==> src/rtl/ccff_pkg.sv <==
// Shared types and helpers for the configuration-chain loader.
package ccff_pkg;

  typedef enum logic [1:0] {
    IDLE  = 2'd0,
    LOAD  = 2'd1,
    SHIFT = 2'd2,
    DONE  = 2'd3
  } ccff_ld_state_e;

  // Number of bitstream words needed to cover the chain (ceiling division).
  function automatic int ccff_words(input int chain_len, input int word_w);
    return (chain_len + word_w - 1) / word_w;
  endfunction

endpackage

==> src/rtl/ccff_bit_serializer.sv <==
// Word-to-bit serializer toward ccff_head, and bit-to-word deserializer of the
// previous chain contents arriving on ccff_tail.
module ccff_bit_serializer #(
  parameter int WORD_W = 8,
  parameter int WB_W   = $clog2(WORD_W + 1)
) (
  input  logic              prog_clk,
  input  logic              prog_reset,
  input  logic              load_i,
  input  logic [WORD_W-1:0] data_i,
  input  logic [WB_W-1:0]   word_bits_i,
  input  logic              shift_i,
  input  logic              tail_i,
  output logic              head_o,
  output logic              last_bit_o,
  output logic [WORD_W-1:0] rb_word_o
);

  logic [WORD_W-1:0] shreg_q, shreg_d;
  logic [WORD_W-1:0] rb_shreg_q, rb_shreg_d;
  logic [WB_W-1:0]   wbit_cnt_q, wbit_cnt_d;
  logic [WB_W-1:0]   word_bits_q, word_bits_d;
  logic [WORD_W:0]   sh_ext;
  logic [WORD_W:0]   rb_ext;
  logic [WORD_W-1:0] rb_next;
  logic [WB_W-1:0]   pad_bits;

  // Widened concatenations keep the shifts legal for WORD_W == 1.
  assign sh_ext  = {shreg_q, 1'b0};
  assign rb_ext  = {rb_shreg_q, tail_i};
  assign rb_next = rb_ext[WORD_W-1:0];

  // NOTE: every variable written here gets a default first so no latch is inferred.
  always_comb begin
    shreg_d     = shreg_q;
    rb_shreg_d  = rb_shreg_q;
    wbit_cnt_d  = wbit_cnt_q;
    word_bits_d = word_bits_q;
    if (load_i) begin
      shreg_d     = data_i;
      rb_shreg_d  = '0;
      wbit_cnt_d  = '0;
      word_bits_d = word_bits_i;
    end else if (shift_i) begin
      shreg_d    = sh_ext[WORD_W-1:0];
      rb_shreg_d = rb_next;
      wbit_cnt_d = wbit_cnt_q + WB_W'(1);
    end
  end

  // NOTE: state registers use non-blocking assignments so all flops update together.
  always_ff @(posedge prog_clk or posedge prog_reset) begin
    if (prog_reset) begin
      shreg_q     <= '0;
      rb_shreg_q  <= '0;
      wbit_cnt_q  <= '0;
      word_bits_q <= '0;
    end else begin
      shreg_q     <= shreg_d;
      rb_shreg_q  <= rb_shreg_d;
      wbit_cnt_q  <= wbit_cnt_d;
      word_bits_q <= word_bits_d;
    end
  end

  assign head_o     = shreg_q[WORD_W-1];
  assign last_bit_o = shift_i && ((wbit_cnt_q + WB_W'(1)) == word_bits_q);

  // A partial word is left-aligned so its first captured bit lands in the MSB.
  assign pad_bits  = WB_W'(WORD_W) - word_bits_q;
  assign rb_word_o = rb_next << pad_bits;

endmodule

==> src/rtl/ccff_chain_loader.sv <==
// Loads a configuration flip-flop chain from a word stream, one bit per
// prog_clk, and returns the displaced chain contents as readback words.
module ccff_chain_loader
  import ccff_pkg::*;
#(
  parameter int CHAIN_LEN = 8,
  parameter int WORD_W    = 8,
  parameter int CNT_W     = $clog2(CHAIN_LEN + 1)
) (
  input  logic              prog_clk,
  input  logic              prog_reset,
  input  logic              start,
  input  logic [WORD_W-1:0] s_data,
  input  logic              s_valid,
  output logic              s_ready,
  output logic [WORD_W-1:0] m_data,
  output logic              m_valid,
  input  logic              m_ready,
  output logic              ccff_head,
  output logic              chain_shift_en,
  input  logic              ccff_tail,
  output logic              cfg_done,
  output logic              busy
);

  localparam int WB_W = $clog2(WORD_W + 1);

  ccff_ld_state_e    state_q, state_d;
  logic [CNT_W-1:0]  bit_cnt_q, bit_cnt_d;
  logic [CNT_W-1:0]  bit_cnt_inc;
  logic [CNT_W-1:0]  remaining;
  logic [WB_W-1:0]   word_bits;
  logic              m_valid_q, m_valid_d;
  logic [WORD_W-1:0] m_data_q, m_data_d;
  logic              shift_en_q, shift_en_d;
  logic              accept;
  logic              shifting;
  logic              last_bit;
  logic [WORD_W-1:0] rb_word;

  assign shifting    = (state_q == SHIFT);
  assign s_ready     = (state_q == LOAD) && !m_valid_q;
  assign accept      = s_ready && s_valid;
  assign bit_cnt_inc = bit_cnt_q + CNT_W'(1);

  // The last word of the chain may be shorter than WORD_W.
  always_comb begin
    remaining = CNT_W'(CHAIN_LEN) - bit_cnt_q;
    word_bits = WB_W'(WORD_W);
    if (int'(remaining) < WORD_W) begin
      word_bits = WB_W'(remaining);
    end
  end

  always_comb begin
    state_d   = state_q;
    bit_cnt_d = bit_cnt_q;
    case (state_q)
      IDLE, DONE: begin
        if (start) begin
          state_d   = LOAD;
          bit_cnt_d = '0;
        end
      end
      LOAD: begin
        if (accept) begin
          state_d = SHIFT;
        end
      end
      SHIFT: begin
        bit_cnt_d = bit_cnt_inc;
        if (last_bit) begin
          state_d = (bit_cnt_inc == CNT_W'(CHAIN_LEN)) ? DONE : LOAD;
        end
      end
      default: state_d = IDLE;
    endcase
  end

  // A new readback word can only appear once the previous one has drained,
  // because s_ready is withheld while m_valid is high.
  always_comb begin
    m_valid_d = m_valid_q;
    m_data_d  = m_data_q;
    if (m_valid_q && m_ready) begin
      m_valid_d = 1'b0;
    end
    if (last_bit) begin
      m_valid_d = 1'b1;
      m_data_d  = rb_word;
    end
  end

  assign shift_en_d = (state_d == SHIFT);

  always_ff @(posedge prog_clk or posedge prog_reset) begin
    if (prog_reset) begin
      state_q    <= IDLE;
      bit_cnt_q  <= '0;
      m_valid_q  <= 1'b0;
      m_data_q   <= '0;
      shift_en_q <= 1'b0;
    end else begin
      state_q    <= state_d;
      bit_cnt_q  <= bit_cnt_d;
      m_valid_q  <= m_valid_d;
      m_data_q   <= m_data_d;
      shift_en_q <= shift_en_d;
    end
  end

  ccff_bit_serializer #(
    .WORD_W (WORD_W),
    .WB_W   (WB_W)
  ) u_ser (
    .prog_clk    (prog_clk),
    .prog_reset  (prog_reset),
    .load_i      (accept),
    .data_i      (s_data),
    .word_bits_i (word_bits),
    .shift_i     (shifting),
    .tail_i      (ccff_tail),
    .head_o      (ccff_head),
    .last_bit_o  (last_bit),
    .rb_word_o   (rb_word)
  );

  assign chain_shift_en = shift_en_q;
  assign m_valid        = m_valid_q;
  assign m_data         = m_data_q;
  assign cfg_done       = (state_q == DONE);
  assign busy           = (state_q == LOAD) || (state_q == SHIFT);

endmodule
==> config.mk <==
export PLATFORM = sky130hd
export DESIGN_NAME = ccff_chain_loader
export DESIGN_NICKNAME = d
export VERILOG_FILES = /design/src/rtl/ccff_pkg.sv /design/src/rtl/ccff_bit_serializer.sv /design/src/rtl/ccff_chain_loader.sv
export SDC_FILE = /design/constraint.sdc
export NUM_CORES = 1
export LEC_CHECK = 0
export BUFFER_PORTS_ARGS = -buffer_cell sky130_fd_sc_hd__buf_2
export CAP_MARGIN = 10
export CORE_UTILIZATION = 36
export CTS_CLUSTER_SIZE = 12
export DETAILED_ROUTE_END_ITERATION = 10
export GPL_TIMING_DRIVEN = 0
export SYNTH_ARGS = -nofsm -noshare
export SYNTH_HDL_FRONTEND = slang
export SYNTH_SLANG_ARGS = --single-unit
==> constraint.sdc <==
create_clock -name prog_clk -period 2.12 [get_ports prog_clk]
set_input_delay 0.318 -clock prog_clk [delete_from_list [all_inputs] [get_ports prog_clk]]
set_output_delay 0.318 -clock prog_clk [all_outputs]
set_load 0.02 [all_outputs]
Word level (Yosys, flattened, before mapping):

Cells that the tools add are included.

* add/sub/neg operators: 4
* multipliers: 0
* div/mod/pow operators: 0
* magnitude comparators: 1
* equality and inequality tests: 7
* shifts and indexed selects: 1
* multiplexer cells: 16
* bitwise logic cells: 0
* reductions and logical operators: 12

Operators with widths (count)
* $mux W4: 4
* $mux W8: 2
* $mux W7: 2
* $add A4 B1 Y4 const B: 2
* $mux W2: 4
* $pmux W4 S2: 1
* $shl A8 B4 Y8: 1
* $sub A4 B4 Y4 const A: 2
* $eq A2 B2 Y1 const B: 3
* $pmux W2 S3: 1
* $reduce_bool A2 Y1: 3
* $eq A4 B4 Y1: 1
* $eq A4 B4 Y1 const B: 1
* $logic_and A1 B1 Y1: 4
* $lt A4 B4 Y1 const B: 1
* $eq A2 B1 Y1 const B: 1
* $logic_not A2 Y1: 1
* $mux W1: 2
* $ne A2 B2 Y1 const B: 1
* $reduce_and A2 Y1: 1
* $reduce_or A2 Y1: 1
* $logic_not A1 Y1: 1
* $logic_or A1 B1 Y1: 1

* register bits: 39
* latch bits: 0
* RAM bits: 0
* ROM bits: 0
* output and inout port bits: 14
* word-level logic and storage cells: 50
* memories: 0

Longest topological paths before layout:

Gate-level depths: netlist (run 1).

* depth in word-level cells: 6
* depth in mapped cells: 9
* mapped depth without buffers: 8

Cells and area by module:

A second synthesis (run 1) with hierarchy kept.

* cells, all modules: 221
* area, all modules: 2264.7 µm²

By module, submodules not included
* ccff_bit_serializer: times used 1, cells an instance 131, area each 1356.3 µm², sequential area each 575.6 µm²
* ccff_chain_loader: times used 1, cells an instance 90, area each 908.4 µm², sequential area each 400.4 µm²

Least setup slack after synthesis (run 1):

No wires, ideal clock.

* kind: register to register
* from: register state_q[0]
* to: register shift_en_q, in the netlist chain_shift_en
* setup time: 0.133 ns
* data arrival time: 1.819 ns
* setup slack: 0.168 ns
* stages on the path, launching flop included: 9
* path buffers: 2
* period minus slack after synthesis: 1.952 ns
* cell sequence: dfrtp_1 > inv_1 > ha_1 > clkbuf_1 > nand3_1 > or3_4 > buf_6 > a311oi_2 > a211oi_1

* longest elaborated chain between the ends: 6
* elaborated cells on any way between the ends: 13

Ends and longest elaborated chain
* start, declared: line ccff_chain_loader.sv:28 `ccff_ld_state_e state_q, state_d;`
* start signal, assigned: line ccff_chain_loader.sv:104 `state_q <= state_d;`
* $eq A2 B1 Y1: line ccff_chain_loader.sv:42, ccff_chain_loader.sv:58
* $logic_and A1 B1 Y1: line ccff_chain_loader.sv:42 `assign s_ready = (state_q == LOAD) && !m_valid_q;`
* $logic_and A1 B1 Y1: line ccff_chain_loader.sv:43 `assign accept = s_ready && s_valid;`
* $mux W2: line ccff_chain_loader.sv:66 `if (accept) begin`
* $pmux W2 S3 (*): line ccff_chain_loader.sv:58 `case (state_q)`
* $eq A2 B2 Y1 (*): line ccff_chain_loader.sv:94 `assign shift_en_d = (state_d == SHIFT);`
* net shift_en_d: line ccff_chain_loader.sv:35 `logic shift_en_q, shift_en_d;`
* end signal, assigned: line ccff_chain_loader.sv:108 `shift_en_q <= shift_en_d;`
* end, declared: line ccff_chain_loader.sv:35

Mark *: on every way through the listed nets, which the timed path passes. The rest lies on a longest branch.
A chain may end at the register's enable or synchronous reset.

Worst setup path after layout (run 1):

* from: register u_ser.word_bits_q[0]
* to: register m_data_q[6], in the netlist m_data[6]

* longest elaborated chain between the ends: 2
* elaborated cells on any way between the ends: 4

Ends and longest elaborated chain
* start, declared: line ccff_bit_serializer.sv:22 `logic [WB_W-1:0] word_bits_q, word_bits_d;`
* start signal, assigned: line ccff_bit_serializer.sv:62 `word_bits_q <= word_bits_d;`
* $sub A4 B4 Y4 / $eq A4 B4 Y1 (equally long branches): line ccff_bit_serializer.sv:70, ccff_bit_serializer.sv:67
* $shl A8 B4 Y8 / $logic_and A1 B1 Y1 (equally long branches): line ccff_bit_serializer.sv:71, ccff_bit_serializer.sv:67
* end signal, assigned: line ccff_chain_loader.sv:107 `m_data_q <= m_data_d;`
* end, declared: line ccff_chain_loader.sv:34 `logic [WORD_W-1:0] m_data_q, m_data_d;`

Several ways; a longest one is shown, not always the timed one.

==> results of run 1 <==
## state kept, by name, summed over array words and instances (netlist names), 2 cells and up
signal and count:
u_ser.wbit_cnt_q 4, m_data 8, u_ser.shreg_q 8, u_ser.word_bits_q 4
state_q 2, u_ser.rb_shreg_q 7, bit_cnt_q 4
## critical path, cell delays in order, from the launching register on
cell	delay (ns)
dfrtp_2	0.43
inv_2	0.08
ha_1	0.27
clkbuf_4	0.22
mux2i_2	0.29
nor2_1	0.07
a31oi_1	0.26
mux2_1	0.19
o31ai_1	0.06
## through the flow
stage | hold slack [ns] | cell area [sq um] | power, mW | TNS (ns) | std cells
2_1_floorplan | 0.399 | 2170 | 2.20 | 0 | 216
6_report | 0.174 | 2540 | 3.18 | 0 | 322
3_5_place_dp | 0.463 | 2390 | 2.56 | -0.640 | 315
5_1_grt | 0.198 | 2540 | 3.43 | 0 | 322
3_3_place_gp | 0.462 | 2390 | 2.54 | -0.541 | 315
4_1_cts | 0.184 | 2500 | 3.14 | 0 | 322
## timing repair
item | CTS | global route
resized for setup | 1 | 13
setup endpoints to repair | 10 | 21
setup buffers | 0 | 0
## power breakdown
part	switching (mW)	internal (mW)
registers	0.191	0.953
logic	0.879	0.594
clock network	0.261	0.297
## layer usage
metal	vias up	part of all wire	GRT usage	wire, microns
li1	815	-	-	-
met1	788	0.48	0.202	2060
met2	39	0.45	0.244	1930
met3	7	0.053	0.0377	227
met4	0	0.020	0.0709	88
met5	-	0	0	0
## cell usage in the layout (no fill, tap or decap), drive strengths merged, types with 6 or more instances in the layout
master	n
a21oi	6
nor2	21
buf	31
mux2i	22
clkbuf	15
xor2	7
ha	8
nand2	26
xnor2	6
o31ai	6
o21ai	12
inv	10
dfrtp	39
## Yosys cell counts
library cell,number
mux2_2,3
nor2b_1,1
a311oi_1,1
xnor2_1,6
or3_4,1
nand4b_1,1
a21oi_1,6
nor3_1,4
o41ai_2,2
ha_1,8
buf_1,1
dfrtp_1,39
nand2_1,26
a311oi_2,1
nand3_1,5
a22o_1,3
a21o_1,2
o31ai_1,6
nand2b_1,3
nand4_1,1
o21ai_1,2
mux2_1,2
mux2i_1,22
xor2_1,7
buf_6,1
nor2_1,21
a211oi_1,2
buf_2,3
and3_1,1
o221ai_1,1
mux4_2,1
nand3b_1,1
inv_1,10
nor3_2,1
clkbuf_1,7
a32o_1,1
o21ai_0,10
a21boi_0,1
nor3b_1,1
a31oi_1,1
## cells by family after synthesis
| group | Yosys count | synth area share |
|---|---|---|
| muxes | 28 | 0.138 |
| buffers and inverters | 22 | 0.0433 |
| xor gates and xnor gates | 13 | 0.0525 |
| AOI/OAI and AO/OA | 39 | 0.129 |
| and+or+nand+nor | 67 | 0.140 |
| DFF | 39 | 0.450 |
| adders and majority gates | 8 | 0.0462 |
## final timing paths
check                                startpoint                   to  slack [ns]  cells past startpoint
setup reg to reg           u_ser.word_bits_q[0]            m_data[6]        0.12                      8
setup / recovery           u_ser.word_bits_q[0]            m_data[6]        0.12                      8
max in group asynchronous            prog_reset  u_ser.wbit_cnt_q[0]        1.36                      2
hold / removal                       prog_reset         bit_cnt_q[2]        0.17                      2
hold reg to reg                       m_data[0]            m_data[0]        0.48                      2
min in group prog_clk                   m_ready              m_valid        0.19                      2
## area by class of cell
type	count	area share
timing repair buffer	27	0.0532
tap	72	0.0355
multi-input combinational	155	0.449
sequential	39	0.385
inverter	10	0.0148
buffer	11	0.0227
clock buffer	8	0.0394
==> results.py, run 1 <==
metrics = {
    "timing": {
        "grt_setup_unrepaired": "no",
        "hold_viol_final": 0,
        "report.final.setup_viol": 0,
        "timing.fmax_mhz": 500,
        "clock_skew_ns": 0.00980,
        "fin_ws_ns": 0.120,
        "tightest_slew_ns": 0.819,
        "period_needed_ns": 2.00,
        "maxSlewHeadroom": 0.453,
        "slew_viol_final": 0,
        "fin_crit_sh": 0.943,
    },
    "global_routing": {
        "track_usage": 0.156,
        "grt_pass1_vias": 1609,
        "grt.overflow.total": 0,
        "antenna_found_initial": 0,
        "grt_first_pass_wirelength_mm": 7.53,
        "grt_max_degree": 40,
    },
    "floorplan": {
        "boundaryPins": 28,
        "die_width_microns": 79.6,
        "die_h_microns": 79.6,
        "rows": 27,
        "initial_core_util": 0.384,
        "dieArea_sq_um": 6330,
        "core_sq_um": 5640,
    },
    "critical_path": {
        "critPathRequiredTime_ns": 2.29,
        "worstSetupStartpointType": "flop",
        "cp_max_fo": 10,
        "critPathArrivalTime_ns": 2.17,
        "worstSetupEndpointType": "flop",
        "critical_path_class": "reg -> reg",
    },
    "layout": {
        "multiInputGateArea_sq_um": 1140,
        "drive_above_1_share": 0.232,
        "area_growth_pct": 17.1,
        "nets": 271,
        "fin_util": 0.450,
        "nFillCells": 561,
        "seqCellArea_sq_um": 978,
        "diodes": 0,
    },
    "pwr": {
        "power.density_nw_per_um2": 1250,
        "p_leak_nw": 1.11,
        "ir_drop_mv": 0.457,
    },
    "yosys": {
        "syn-instance-count": 216,
        "ys_warn_count": 0,
        "synth_top_area_frac": 0.450,
        "synth_cell_types": 40,
        "synth_top_cell_by_area": "dfrtp_1",
        "yosysSeqAreaShare": 0.450,
        "ys_ff_latch": 39,
        "syn-cell-area_sq_um": 2170,
        "synth.avg_cell_area_sq_um": 10.0,
        "synth.area.top_cells": "dfrtp_1 45%, mux2i_1 10%, ha_1 4.6%",
        "synth_nets": 238,
    },
    "placed_design": {
        "gp_congestion": 0.748,
        "numPortBuffers": 27,
        "place_ws_ns": -0.125,
        "dpl.hpwl_mm": 3.02,
    },
    "run": {
        "cap_violations": 0,
    },
    "drt": {
        "wire_per_inst_microns": 13.4,
        "wl_mm": 4.31,
        "drt-pass1-iter-count": 4,
        "num_vias": 1649,
        "antenna_left": 0,
        "drc": 0,
        "vias_per_cell": 5.12,
        "drtIter0Drc": 67,
    },
    "cts": {
        "cts_buffer_depth": 2,
        "tritoncts": "built",
        "htree_levels": 2,
        "cts_inserted_buffers": 5,
        "clockRootBuffer": "clkbuf_8",
        "insertion_delay_ns": 0.30,
        "clock_sinks": 39,
        "path_clk_slew_ns": 0.08,
        "cts_hold_buf": 0,
    },
    "status": {
        "status": "complete, no violations",
    },
    "hold_path": {
        "hold_path.class": "in -> async",
    },
}
Power figures use the tool's default switching activity.
==> run 2: changes to the inputs <==
--- a/config.mk
+++ b/config.mk
@@ -5,12 +5,14 @@
 export SDC_FILE = /design/constraint.sdc
 export NUM_CORES = 1
 export LEC_CHECK = 0
+export ABC_CLOCK_PERIOD_IN_PS = 2120
 export BUFFER_PORTS_ARGS = -buffer_cell sky130_fd_sc_hd__buf_2
 export CAP_MARGIN = 10
-export CORE_UTILIZATION = 36
+export CORE_UTILIZATION = 57
 export CTS_CLUSTER_SIZE = 12
 export DETAILED_ROUTE_END_ITERATION = 10
 export GPL_TIMING_DRIVEN = 0
+export PLACE_DENSITY = 0.79
 export SYNTH_ARGS = -nofsm -noshare
 export SYNTH_HDL_FRONTEND = slang
 export SYNTH_SLANG_ARGS = --single-unit
==> run 2 against run 1 <==
Clock power barely moved. Routed wire length fell by 1.3%. Die area fell by 36%. Critical path type unchanged. Register-to-register slack got worse by 0.03 ns. Combinational power rose by 5%. First-iteration DRC count rose by 67%. Sequential share of layout area rose by 0.21 points. Fmax fell by 1.3%. Total power rose by 2.2%.
==> results.py, run 2 (same netlist as run 1, synthesis figures left out) <==
metrics = {
    "layout": {
        "final_common_cell": "dfrtp_1",
        "final_cell_mix": "37 x dfrtp_1, 29 x buf_2, 26 x nand2_1",
        "multiInputGateArea_sq_um": 1140,
        "nets": 273,
        "instances_no_fill": 300,
        "seqCellArea_sq_um": 978,
        "diodes": 0,
        "area_growth_pct": 16.5,
        "drive_above_1_share": 0.230,
        "nFillCells": 289,
    },
    "global_routing": {
        "antenna_found_initial": 0,
        "grt_pass1_vias": 1546,
        "grt.overflow.total": 0,
        "track_usage": 0.232,
        "grt_max_degree": 40,
        "grt_first_pass_wirelength_mm": 7.26,
    },
    "hold_path": {
        "hold_path.class": "in -> async",
    },
    "pwr": {
        "total_power_mw": 3.24,
        "internal_power_mw": 1.89,
        "clkPwrFrac": 0.173,
        "seq_power_share": 0.352,
        "p_leak_nw": 1.13,
        "netSwitchingFraction": 0.418,
        "power.density_nw_per_um2": 1280,
        "p_sw_mw": 1.35,
        "combPwrFrac": 0.475,
        "ir_drop_mv": 0.763,
    },
    "status": {
        "status": "complete, no violations",
    },
    "cts": {
        "cts_hold_buf": 0,
        "tritoncts": "built",
        "cts_inserted_buffers": 5,
        "htree_levels": 2,
        "clockRootBuffer": "clkbuf_8",
        "clock_sinks": 39,
        "path_clk_slew_ns": 0.08,
        "insertion_delay_ns": 0.30,
        "cts_buffer_depth": 2,
    },
    "critical_path": {
        "reg2reg_setup_slack_ns": 0.09,
        "critical_path_buf_inv_count": 1,
        "crit_path_max_incr_delay_ns": 0.45,
        "critPathRequiredTime_ns": 2.31,
        "worstSetupEndpointType": "flop",
        "critical_path_class": "reg -> reg",
        "crit_chain": "ha_4, xnor2_1, nand3_1, or3_4, buf_6, a311oi_4, a211oi_1",
        "critical-path-top-delay-family": "simple AND/OR/NAND/NOR gates",
        "slowest_stage": "dfrtp_2",
        "cp_max_fo": 10,
        "critPathArrivalTime_ns": 2.21,
        "worstSetupStartpointType": "flop",
    },
    "placed_design": {
        "gp_congestion": 0.851,
        "placed_cells": 291,
        "dpl.hpwl_mm": 2.95,
        "numPortBuffers": 27,
    },
    "floorplan": {
        "die_h_microns": 63.7,
        "rows": 22,
        "initial_core_util": 0.592,
        "core_sq_um": 3660,
        "boundaryPins": 28,
        "dieArea_sq_um": 4050,
        "die_width_microns": 63.7,
    },
    "timing": {
        "timing.fmax_mhz": 494,
        "slew_viol_final": 0,
        "clock_skew_ns": 0.0109,
        "period_needed_ns": 2.03,
        "grt_setup_unrepaired": "yes",
        "tightest_slew_ns": 0.783,
        "maxSlewHeadroom": 0.477,
        "report.final.setup_viol": 0,
        "fin_crit_sh": 0.955,
        "hold_viol_final": 0,
    },
    "drt": {
        "drt-pass1-iter-count": 5,
        "drc": 0,
        "wl_mm": 4.26,
        "drtIter0Drc": 112,
        "wire_per_inst_microns": 14.2,
        "antenna_left": 0,
        "num_vias": 1684,
        "vias_per_cell": 5.61,
    },
    "run": {
        "cap_violations": 0,
    },
}
[run 2: power groups by stage]
stage / sequential, mW / clock [mW] / combinational (mW)
after floorplan: 1.17 / 0 / 1.03
final: 1.14 / 0.560 / 1.54
after global routing: 1.17 / 0.603 / 1.71
after CTS: 1.13 / 0.565 / 1.42
after global placement: 1.13 / 0 / 1.37
after detailed placement: 1.14 / 0 / 1.41
[run 2: final cells by class]
cell class,count,area share
multi-input cells,155,0.452
flip-flops and latches,39,0.388
plain buffers,11,0.0228
well taps,48,0.0238
clock buffers,8,0.0396
inverters,10,0.0149
repair buffers,29,0.0595
[run 2: worst register-to-register path: stages (launching register included)]
cell and delay [ns]:
dfrtp_2 0.45, ha_4 0.26, xnor2_1 0.16, nand3_1 0.12, or3_4 0.39, buf_6 0.16, a311oi_4 0.31, a211oi_1 0.07
[run 2: layer usage]
| layer | up-vias | global-route usage | part of all wire |
|---|---|---|---|
| li1 | 820 | - | - |
| met1 | 814 | 0.302 | 0.47 |
| met2 | 45 | 0.372 | 0.48 |
| met3 | 5 | 0.0688 | 0.042 |
| met4 | 0 | 0.0682 | 0.011 |
| met5 | - | 0 | 0 |
[run 2: repair_timing]
| item | CTS | global route |
|---|---|---|
| resized for setup | 2 | 11 |
| endpoints found under the setup margin | 10 | 17 |
| setup buffers | 0 | 2 |
[run 2: final timing paths]
path / to / start / cells after the start
min: m_valid / prog_reset / 2
max reg2reg: chain_shift_en / u_ser.wbit_cnt_q[0] / 7
max: chain_shift_en / u_ser.wbit_cnt_q[0] / 7
max in group asynchronous: u_ser.wbit_cnt_q[0] / prog_reset / 2
min reg2reg: m_data[4] / m_data[4] / 2
min in group prog_clk: m_valid / m_ready / 2
[run 2: metrics by stage]
| stage | util | setup TNS, ns | setup slack (ns) | hold slack, ns | instance area [sq um] |
|---|---|---|---|---|---|
| after floorplan | - | 0 | 0.168 | 0.399 | 2170 |
| after global placement | 0.645 | -0.251 | -0.0689 | 0.457 | 2360 |
| after detailed placement | 0.645 | -0.657 | -0.122 | 0.466 | 2360 |
| after CTS | 0.674 | 0 | 0.0106 | 0.185 | 2470 |
| after global routing | 0.690 | -0.0964 | -0.0357 | 0.189 | 2520 |
| final | 0.690 | 0 | 0.0945 | 0.154 | 2520 |
